[src/rtl/adis_spi_slave_pkg.sv]
// Shared ADIS frame layout and constants for the SPI responder.
package adis_pkg;

  localparam int unsigned FRAME_BITS = 16;
  localparam int unsigned ADDR_W     = 7;
  localparam int unsigned DATA_W     = 8;
  localparam int unsigned REG_IDX_W  = 6;
  localparam int unsigned CNT_W      = 5;
  localparam logic [FRAME_BITS-1:0] PEND_RST = 16'h0000;

  // Frame layout: W at bit 15, byte address at 14:8, data at 7:0
  typedef struct packed {
    logic              w;
    logic [ADDR_W-1:0] addr;
    logic [DATA_W-1:0] data;
  } adis_frame_t;

  // Byte address to 16-bit register index
  function automatic logic [REG_IDX_W-1:0] reg_idx(input logic [ADDR_W-1:0] addr);
    return addr[ADDR_W-1:1];
  endfunction

endpackage

[src/rtl/adis_spi_slave_edge_sync.sv]
// Multi-flop synchronizer with rise/fall pulses; edges are suppressed until
// the chain has been refilled after reset so a held level is never an edge.
module spi_edge_sync #(
  parameter int unsigned SYNC_STAGES = 2,
  parameter logic        RST_VAL     = 1'b1
) (
  input  logic clk,
  input  logic rst,
  input  logic din,
  output logic rise_c,
  output logic fall_c
);

  logic [SYNC_STAGES:0] sh;
  logic [SYNC_STAGES:0] vld;

  always_ff @(posedge clk or posedge rst) begin
    if (rst) begin
      sh  <= {(SYNC_STAGES + 1){RST_VAL}};
      vld <= '0;
    end else begin
      sh  <= {sh[SYNC_STAGES-1:0], din};
      vld <= {vld[SYNC_STAGES-1:0], 1'b1};
    end
  end

  assign rise_c = vld[SYNC_STAGES] &  sh[SYNC_STAGES-1] & ~sh[SYNC_STAGES];
  assign fall_c = vld[SYNC_STAGES] & ~sh[SYNC_STAGES-1] &  sh[SYNC_STAGES];

endmodule

[src/rtl/adis_spi_slave.sv]
// ADIS-style SPI mode-3 responder with pipelined read data and local write port.
// Optional CS inter-frame stall check enabled by defining ADIS_STALL_CHK_EN.
module adis_spi_slave
  import adis_pkg::*;
#(
  parameter int unsigned SYNC_STAGES = 2,
  parameter int unsigned NWORDS      = 64
`ifdef ADIS_STALL_CHK_EN
  , parameter int unsigned STALL_CYC = 16
`endif
) (
  input  logic                  clk,
  input  logic                  rst,
  input  logic                  sclk,
  input  logic                  cs,
  input  logic                  mosi,
  output logic                  miso,
  output logic                  miso_oe,
  input  logic                  lw_en,
  input  logic [REG_IDX_W-1:0]  lw_addr,
  input  logic [FRAME_BITS-1:0] lw_data,
  output logic                  frame_done,
  output logic                  frame_err,
  output logic [FRAME_BITS-1:0] cmd
`ifdef ADIS_STALL_CHK_EN
  , output logic                stall_err
`endif
);

  localparam logic ST_IDLE  = 1'b0;
  localparam logic ST_FRAME = 1'b1;

  logic                  sclk_rise, sclk_fall_unused;
  logic                  cs_rise, cs_fall;
  logic [SYNC_STAGES-1:0] mosi_sh;
  logic                  mosi_s;
  logic                  st, st_nxt;
  logic [CNT_W-1:0]      bit_cnt;
  logic [FRAME_BITS-1:0] rx, tx, pend, pend_nxt;
  logic                  dec_pend;
  logic                  frame_stall;
  logic [FRAME_BITS-1:0] regs [NWORDS];
  adis_frame_t           f;

  spi_edge_sync #(.SYNC_STAGES(SYNC_STAGES), .RST_VAL(1'b1)) u_sclk_sync (
    .clk(clk), .rst(rst), .din(sclk), .rise_c(sclk_rise), .fall_c(sclk_fall_unused)
  );

  spi_edge_sync #(.SYNC_STAGES(SYNC_STAGES), .RST_VAL(1'b1)) u_cs_sync (
    .clk(clk), .rst(rst), .din(cs), .rise_c(cs_rise), .fall_c(cs_fall)
  );

  // MOSI has the same depth as the SCLK path, keeping data aligned to the edge
  always_ff @(posedge clk or posedge rst) begin
    if (rst) mosi_sh <= '0;
    else     mosi_sh <= {mosi_sh[SYNC_STAGES-2:0], mosi};
  end
  assign mosi_s = mosi_sh[SYNC_STAGES-1];

  always_ff @(posedge clk or posedge rst) begin
    if (rst) st <= ST_IDLE;
    else     st <= st_nxt;
  end

  // A frame is only entered on a seen CS fall; reset mid-frame stays idle
  always_comb begin
    st_nxt = st;
    case (st)
      ST_IDLE:  if (cs_fall) st_nxt = ST_FRAME;
      ST_FRAME: if (cs_rise) st_nxt = ST_IDLE;
      default:  st_nxt = ST_IDLE;
    endcase
  end

  assign f = adis_frame_t'(cmd);

  always_comb begin
    pend_nxt = pend;
    if (dec_pend) pend_nxt = f.w ? PEND_RST : regs[reg_idx(f.addr)];
  end

  always_ff @(posedge clk or posedge rst) begin
    if (rst) begin
      bit_cnt    <= '0;
      rx         <= '0;
      tx         <= '0;
      pend       <= PEND_RST;
      miso       <= 1'b0;
      miso_oe    <= 1'b0;
      frame_done <= 1'b0;
      frame_err  <= 1'b0;
      dec_pend   <= 1'b0;
      cmd        <= '0;
    end else begin
      frame_done <= 1'b0;
      frame_err  <= 1'b0;
      dec_pend   <= 1'b0;
      pend       <= pend_nxt;
      if (cs_fall) begin
        bit_cnt <= '0;
        tx      <= pend_nxt;
      end else if (st == ST_FRAME && sclk_rise) begin
        rx <= {rx[FRAME_BITS-2:0], mosi_s};
        tx <= {tx[FRAME_BITS-2:0], 1'b0};
        if (bit_cnt != CNT_W'(FRAME_BITS + 1)) bit_cnt <= bit_cnt + CNT_W'(1);
      end
      miso    <= (st == ST_FRAME && !cs_rise) ? tx[FRAME_BITS-1] : 1'b0;
      miso_oe <= (st_nxt == ST_FRAME);
      if (cs_rise) begin
        if (bit_cnt == CNT_W'(FRAME_BITS)) begin
          cmd        <= rx;
          frame_done <= 1'b1;
          dec_pend   <= ~frame_stall;
        end else begin
          frame_err  <= 1'b1;
        end
      end
    end
  end

  // Register file: local port is written last so it wins a same-word collision
  always_ff @(posedge clk or posedge rst) begin
    if (rst) begin
      for (int i = 0; i < NWORDS; i++) regs[i] <= '0;
    end else begin
      if (dec_pend && f.w) begin
        if (f.addr[0]) regs[reg_idx(f.addr)][15:8] <= f.data;
        else           regs[reg_idx(f.addr)][7:0]  <= f.data;
      end
      if (lw_en) regs[lw_addr] <= lw_data;
    end
  end

`ifdef ADIS_STALL_CHK_EN
  localparam int unsigned GAP_W = $clog2(STALL_CYC + 1);
  logic [GAP_W-1:0] gap_cnt;

  // Counts clk cycles since the synced CS rise, saturating at STALL_CYC
  always_ff @(posedge clk or posedge rst) begin
    if (rst) begin
      gap_cnt     <= GAP_W'(STALL_CYC);
      stall_err   <= 1'b0;
      frame_stall <= 1'b0;
    end else begin
      if (cs_rise)                            gap_cnt <= '0;
      else if (gap_cnt < GAP_W'(STALL_CYC))   gap_cnt <= gap_cnt + GAP_W'(1);
      if (cs_fall) begin
        frame_stall <= (gap_cnt < GAP_W'(STALL_CYC));
        if (gap_cnt < GAP_W'(STALL_CYC)) stall_err <= 1'b1;
      end
    end
  end
`else
  assign frame_stall = 1'b0;
`endif

endmodule

[config.mk]
export PLATFORM = sky130hd
export DESIGN_NAME = adis_spi_slave
export DESIGN_NICKNAME = d
export VERILOG_FILES = /design/src/rtl/adis_spi_slave_pkg.sv /design/src/rtl/adis_spi_slave_edge_sync.sv /design/src/rtl/adis_spi_slave.sv
export SDC_FILE = /design/constraint.sdc
export NUM_CORES = 2
export LEC_CHECK = 0
export ABC_AREA = 0
export CORE_UTILIZATION = 60
export DETAILED_ROUTE_END_ITERATION = 8
export PLACE_DENSITY = 0.76
export SYNTH_ARGS = -nofsm -noshare
export SYNTH_HDL_FRONTEND = slang
export SYNTH_HIERARCHICAL = 1
export SYNTH_SLANG_ARGS = --single-unit
[constraint.sdc]
create_clock -name clk -period 80.3 [get_ports clk]
set_clock_uncertainty 0.2 [all_clocks]
set_input_delay 16.06 -clock clk [delete_from_list [all_inputs] [get_ports clk]]
set_output_delay 16.06 -clock clk [all_outputs]
set_load 0.03 [all_outputs]
Word level (Yosys, flattened, before mapping) --
Index checks and enable logic that the tools add are counted.
Word-level totals: word-level logic and storage cells 139, bits in writable memories 0, memories kept 0, bits in read-only memories 0, bits in registers 1111, input port bits 28, latch bits 0
Operators by class: add/sub/neg operators 1, mux-type cells 30, reduce and logical (&&, ||, !) cells 11, magnitude comparators 4, shift operators 0, equality and inequality tests 2, multiply operators 0, bitwise operators 13, div/mod/pow operators 0
Operator list (count):
- bitwise mux 1024 bit | 3
- 2-to-1 mux 1024 bit | 3
- demux 16 bit (select 6 bit) | 3
- 2-to-1 mux 16 bit | 8
- binary-select mux 16 bit (select 6 bit) | 1
- 2-to-1 mux 5 bit | 3
- >= comparator 7 bit (second input constant) | 2
- < comparator 7 x 1 -> 1 bit (second input constant) | 2
- inverter 6 -> 7 bit | 2
- 2-to-1 mux 8 bit | 1
- 2-to-1 mux 1 bit | 7
- bitwise AND 1 bit | 6
- AND reduction 2 bit | 3
- adder 5 x 1 -> 5 bit (second input constant) | 1
- == test 5 bit (second input constant) | 1
- logical AND 1 bit | 5
- inequality test 5 bit (second input constant) | 1
- inverter 1 bit | 5
- nonzero test 2 bit | 2
- one-hot mux 1 bit (2 select lines) | 1
- logical NOT 1 bit | 1

Longest topological paths before layout --
depth in word-level cells 10, depth in mapped cells 10, gate-level depth less buffers 6

Hierarchy --
The synthesis kept the hierarchy.
By module, submodules not included:
- adis_spi_slave | instances 1, area an instance 59672.2 um^2, sequential area each 27501.4 um^2, cells an instance 6416
- spi_edge_sync | instances 2, area an instance 178.9 um^2, sequential area each 153.9 um^2, cells an instance 10

Least setup slack after synthesis --
OpenSTA, ideal clock, no wires.
path type in2reg, start point in lw_addr[3], end point reg regs[908] in the netlist's numbering, arrival time 17.562 ns, cell stages on the path 8, setup time 0.137 ns, path slack 62.401 ns, path buffers 4, cells stage by stage clkbuf_1 -> or3_1 -> clkbuf_1 -> or3_1 -> clkbuf_1 -> clkbuf_1 -> nor2_1 -> a21oi_1
Between the ends: longest elaborated chain between the ends 7
RTL lines:
- from (decl) | line adis_spi_slave.sv:20 | input logic [REG_IDX_W-1:0] lw_addr,
- inverter 6 -> 7 bit (implied by the code) * | line adis_spi_slave.sv:130 | if (lw_en) regs[lw_addr] <= lw_data;
- >= comparator 7 bit (implied by the code) or < comparator 7 x 1 -> 1 bit (tied branches) | line adis_spi_slave.sv:130
- logical AND 1 bit (implied by the code) | line adis_spi_slave.sv:130
- 2-to-1 mux 16 bit (implied by the code) | line adis_spi_slave.sv:130
- demux 16 bit (select 6 bit) * | line adis_spi_slave.sv:130
- bitwise mux 1024 bit * | line adis_spi_slave.sv:130
- 2-to-1 mux 1024 bit * | line adis_spi_slave.sv:130
- to (signal, indexed assignment) | line adis_spi_slave.sv:127 | if (f.addr[0]) regs[reg_idx(f.addr)][15:8] <= f.data;
- to (signal, indexed assignment) | line adis_spi_slave.sv:128 | else regs[reg_idx(f.addr)][7:0] <= f.data;
- to (signal, indexed assignment) | line adis_spi_slave.sv:130
- to (decl) | line adis_spi_slave.sv:42 | logic [FRAME_BITS-1:0] regs [NWORDS];
Mark *: on every way between the ends. The rest lies on a longest branch, timed or not. A chain may end at the register's enable or synchronous reset.

Worst setup path in the final report --
start point in lw_addr[2], end point reg regs[276] in the netlist's numbering
The elaborated chain is that of the path after synthesis.

==> run_results.csv <==
group,metric,value,unit
outcome,outcome,"finished with violations",
outcome,violations,"DRC",
worst_setup_path,crit_required,80.64,ns
worst_setup_path,startpoint_type,"input port",
die,die_h,318,um
yosys,syn_inst,6435,
clock_tree,htree_levels,3,
worst_setup_path,crit_chain,"clkdlybuf4s50_1, nor2b_1, nor2b_1, nand2_1, nor2_1, a31oi_1",
place,dpl_worst_slack,60.00,ns
yosys,syn-num-nets,6466,
detailed_routing,antenna_left,0,
global_route,globalRouteTotalUtil,0.426,
yosys,ys_warn_count,6,
worst_setup_path,worstPathMaxFanout,32,
power,p_leak,25.8,nW
sta,final_hold_viol_count,0,
yosys,syn_area,0.0600,mm2
place,io_buffer_count,47,
final_layout,layout-drive-gt1-share,0.0825,
worst_setup_path,crit_buf_inv,1,
detailed_routing,drt_iter0_drc,8383,
die,die-area,0.101,mm2
clock_tree,cts_buffer_depth,3,
sta,grt_setup_unrepaired,"no",
power,power_density,22.5,mW/mm2
detailed_routing,wl,221,mm
sta,max_freq,51.3,MHz
power,peakVddDrop,0.0200,mV
power,internal_power,1.05,mW
detailed_routing,first_pass_iters,9,
sta,fin_crit,19.49,ns
worst_setup_path,cpMostUsedCell,"nor2b_1",
clock_tree,cts_root_buffer,"clkbuf_16",
sta,fin_crit_sh,0.243,
power,clockPowerShare,0.388,
detailed_routing,via_per_inst,7.03,
die,fp.dieW,318,um
hold_path,hold_class,"flip-flop to flip-flop",
global_route,first_global_vias,49700,
clock_tree,cts_tree,"yes",
clock_tree,holdBufCountCts,0,
global_route,grt_pass1_wl,324,mm
sta,tns,0,ns
worst_setup_path,critical_path.endpoint_type,"flip-flop",
detailed_routing,dr_total_vias,52400,
worst_setup_path,crit_slowest_cell,"nor2b_1",
global_route,antenna_found_initial,7,
global_route,overflow,0,
die,io_pins,48,
worst_setup_path,crit_type,"input port to flip-flop",
clock_tree,numClockSinks,1111,
sta,slew_headroom,0.0207,
final_layout,area_delta_synth_final,7.37,%
power,sw_frac_of_total,0.273,
final_layout,finalNetCount,6094,
clock_tree,cts_setup_buffers,0,
place,hpwl,131,mm
job,maxCapViolCount,0,
clock_tree,cts_resized,0,
clock_tree,cts.clk_slew.worst_paths,0.06,ns
sta,setup_ws,60.81,ns
final_layout,fill_cells,7753,
power,p_seq_frac,0.487,
power,comb_power_share,0.126,
yosys,syn_avg_cell_area,9.33,um2
clock_tree,clk_latency,0.75,ns
place,routabilityCongestion,1.07,
worst_setup_path,regToRegSetupSlack,74.63,ns
sta,finalMaxSlewViolations,0,
sta,setup_viol_count_final,0,
die,core.rowCount,115,
worst_setup_path,cp_slowest_stage_delay,1.18,ns
power,power_switching,0.395,mW
worst_setup_path,cp_top_family,"simple AND/OR/NAND/NOR gates",
die,initial_core_util,0.608,
die,core_area,0.0987,mm2
sta,tightest_slew,1.47,ns
detailed_routing,route.detailed.drc,3,
global_route,grt_max_degree,116,
detailed_routing,wl_per_cell,29.7,um
worst_setup_path,crit_arrival,19.83,ns
clock_tree,cts_buffers,118,
## sequential cells by signal, summed over array words and instances (netlist names)
| register | cells |
|---|---|
| frame_err | 1 |
| u_cs_sync/sh | 3 |
| mosi_sh | 2 |
| u_sclk_sync/sh | 3 |
| miso | 1 |
| regs | 1024 |
| dec_pend | 1 |
| bit_cnt | 5 |
| rx | 16 |
| miso_oe | 1 |
| pend | 16 |
| cmd | 16 |
| u_sclk_sync/vld | 3 |
| u_cs_sync/vld | 3 |
| tx | 16 |
## placed cells by master (no fill, tap or decap), drive strengths merged, types with 26 or more instances in the layout
| master | instances |
|---|---|
| clkdlybuf4s50 | 31 |
| o21ai | 703 |
| nand2 | 940 |
| a221oi | 90 |
| o22ai | 101 |
| nor2 | 603 |
| clkbuf | 180 |
| dfrtp | 1105 |
| a32oi | 34 |
| o2bb2ai | 31 |
| a21oi | 489 |
| nand3 | 26 |
| mux2i | 1017 |
| o32ai | 64 |
| buf | 119 |
| a221o | 100 |
| o31ai | 32 |
| inv | 72 |
| o22a | 28 |
| mux2 | 31 |
| a22oi | 143 |
## stage by stage
step | instances | power (mW) | hold WS (ns) | utilization | cell area (um2)
after floorplan | 6435 | 0.835 | 0.131 | - | 60000
after global placement | 7230 | 0.875 | 0.132 | 0.613 | 60500
after detailed placement | 7230 | 0.888 | 0.136 | 0.613 | 60500
after CTS | 7446 | 1.44 | 0.149 | 0.653 | 64400
after global routing | 7446 | 1.49 | 0.151 | 0.653 | 64400
final | 7452 | 1.45 | 0.146 | 0.653 | 64400
## metal layers
layer / track usage / wire (um) / vias to the layer above
met5: 0.00757 / 200 / -
met4: 0.272 / 16200 / 20
met3: 0.165 / 32200 / 927
met2: 0.598 / 91200 / 3747
met1: 0.549 / 81200 / 25500
li1: - / - / 22200
## final timing paths
kind,from,to,depth (start not counted)
setup / recovery,lw_addr[2],regs[276]$_DFF_PP0_,6
hold / removal,u_sclk_sync/vld[1]$_DFF_PP0_,u_sclk_sync/vld[2]$_DFF_PP0_,0
setup reg to reg,cmd[10]$_DFFE_PP0P_,tx[5]$_DFFE_PP0P_,8
hold reg to reg,u_sclk_sync/vld[1]$_DFF_PP0_,u_sclk_sync/vld[2]$_DFF_PP0_,0
max in group asynchronous,rst,regs[292]$_DFF_PP0_,5
min in group asynchronous,rst,u_sclk_sync/vld[0]$_DFF_PP0_,2
## worst register-to-register path, stage by stage (launching register included)
cell and delay, ns:
dfrtp_4 0.72, buf_4 0.71, buf_4 0.83, or2_4 0.87, o22ai_1 0.34, a21oi_1 0.25
o211ai_1 0.56, nor4b_2 0.90, o21ai_1 0.16
## power groups by stage
stage / combinational (mW) / clock, mW / sequential (mW)
finish: 0.182 / 0.561 / 0.704
global route: 0.200 / 0.581 / 0.712
CTS: 0.178 / 0.559 / 0.701
detailed placement: 0.178 / 0 / 0.710
global placement: 0.170 / 0 / 0.706
floorplan: 0.136 / 0 / 0.699
## cell type report
type | count | area (um2) | share of cell area
well taps | 1287 | 1610 | 0.0250
inverters | 72 | 280 | 0.00435
clock buffers | 180 | 3550 | 0.0551
flip-flops and latches | 1111 | 27800 | 0.432
multi-input cells | 4610 | 29500 | 0.458
clock inverters | 36 | 375 | 0.00582
repair buffers | 150 | 1230 | 0.0190
diodes | 6 | 15.0 | 0.000233
Power figures use the tool's default switching activity.
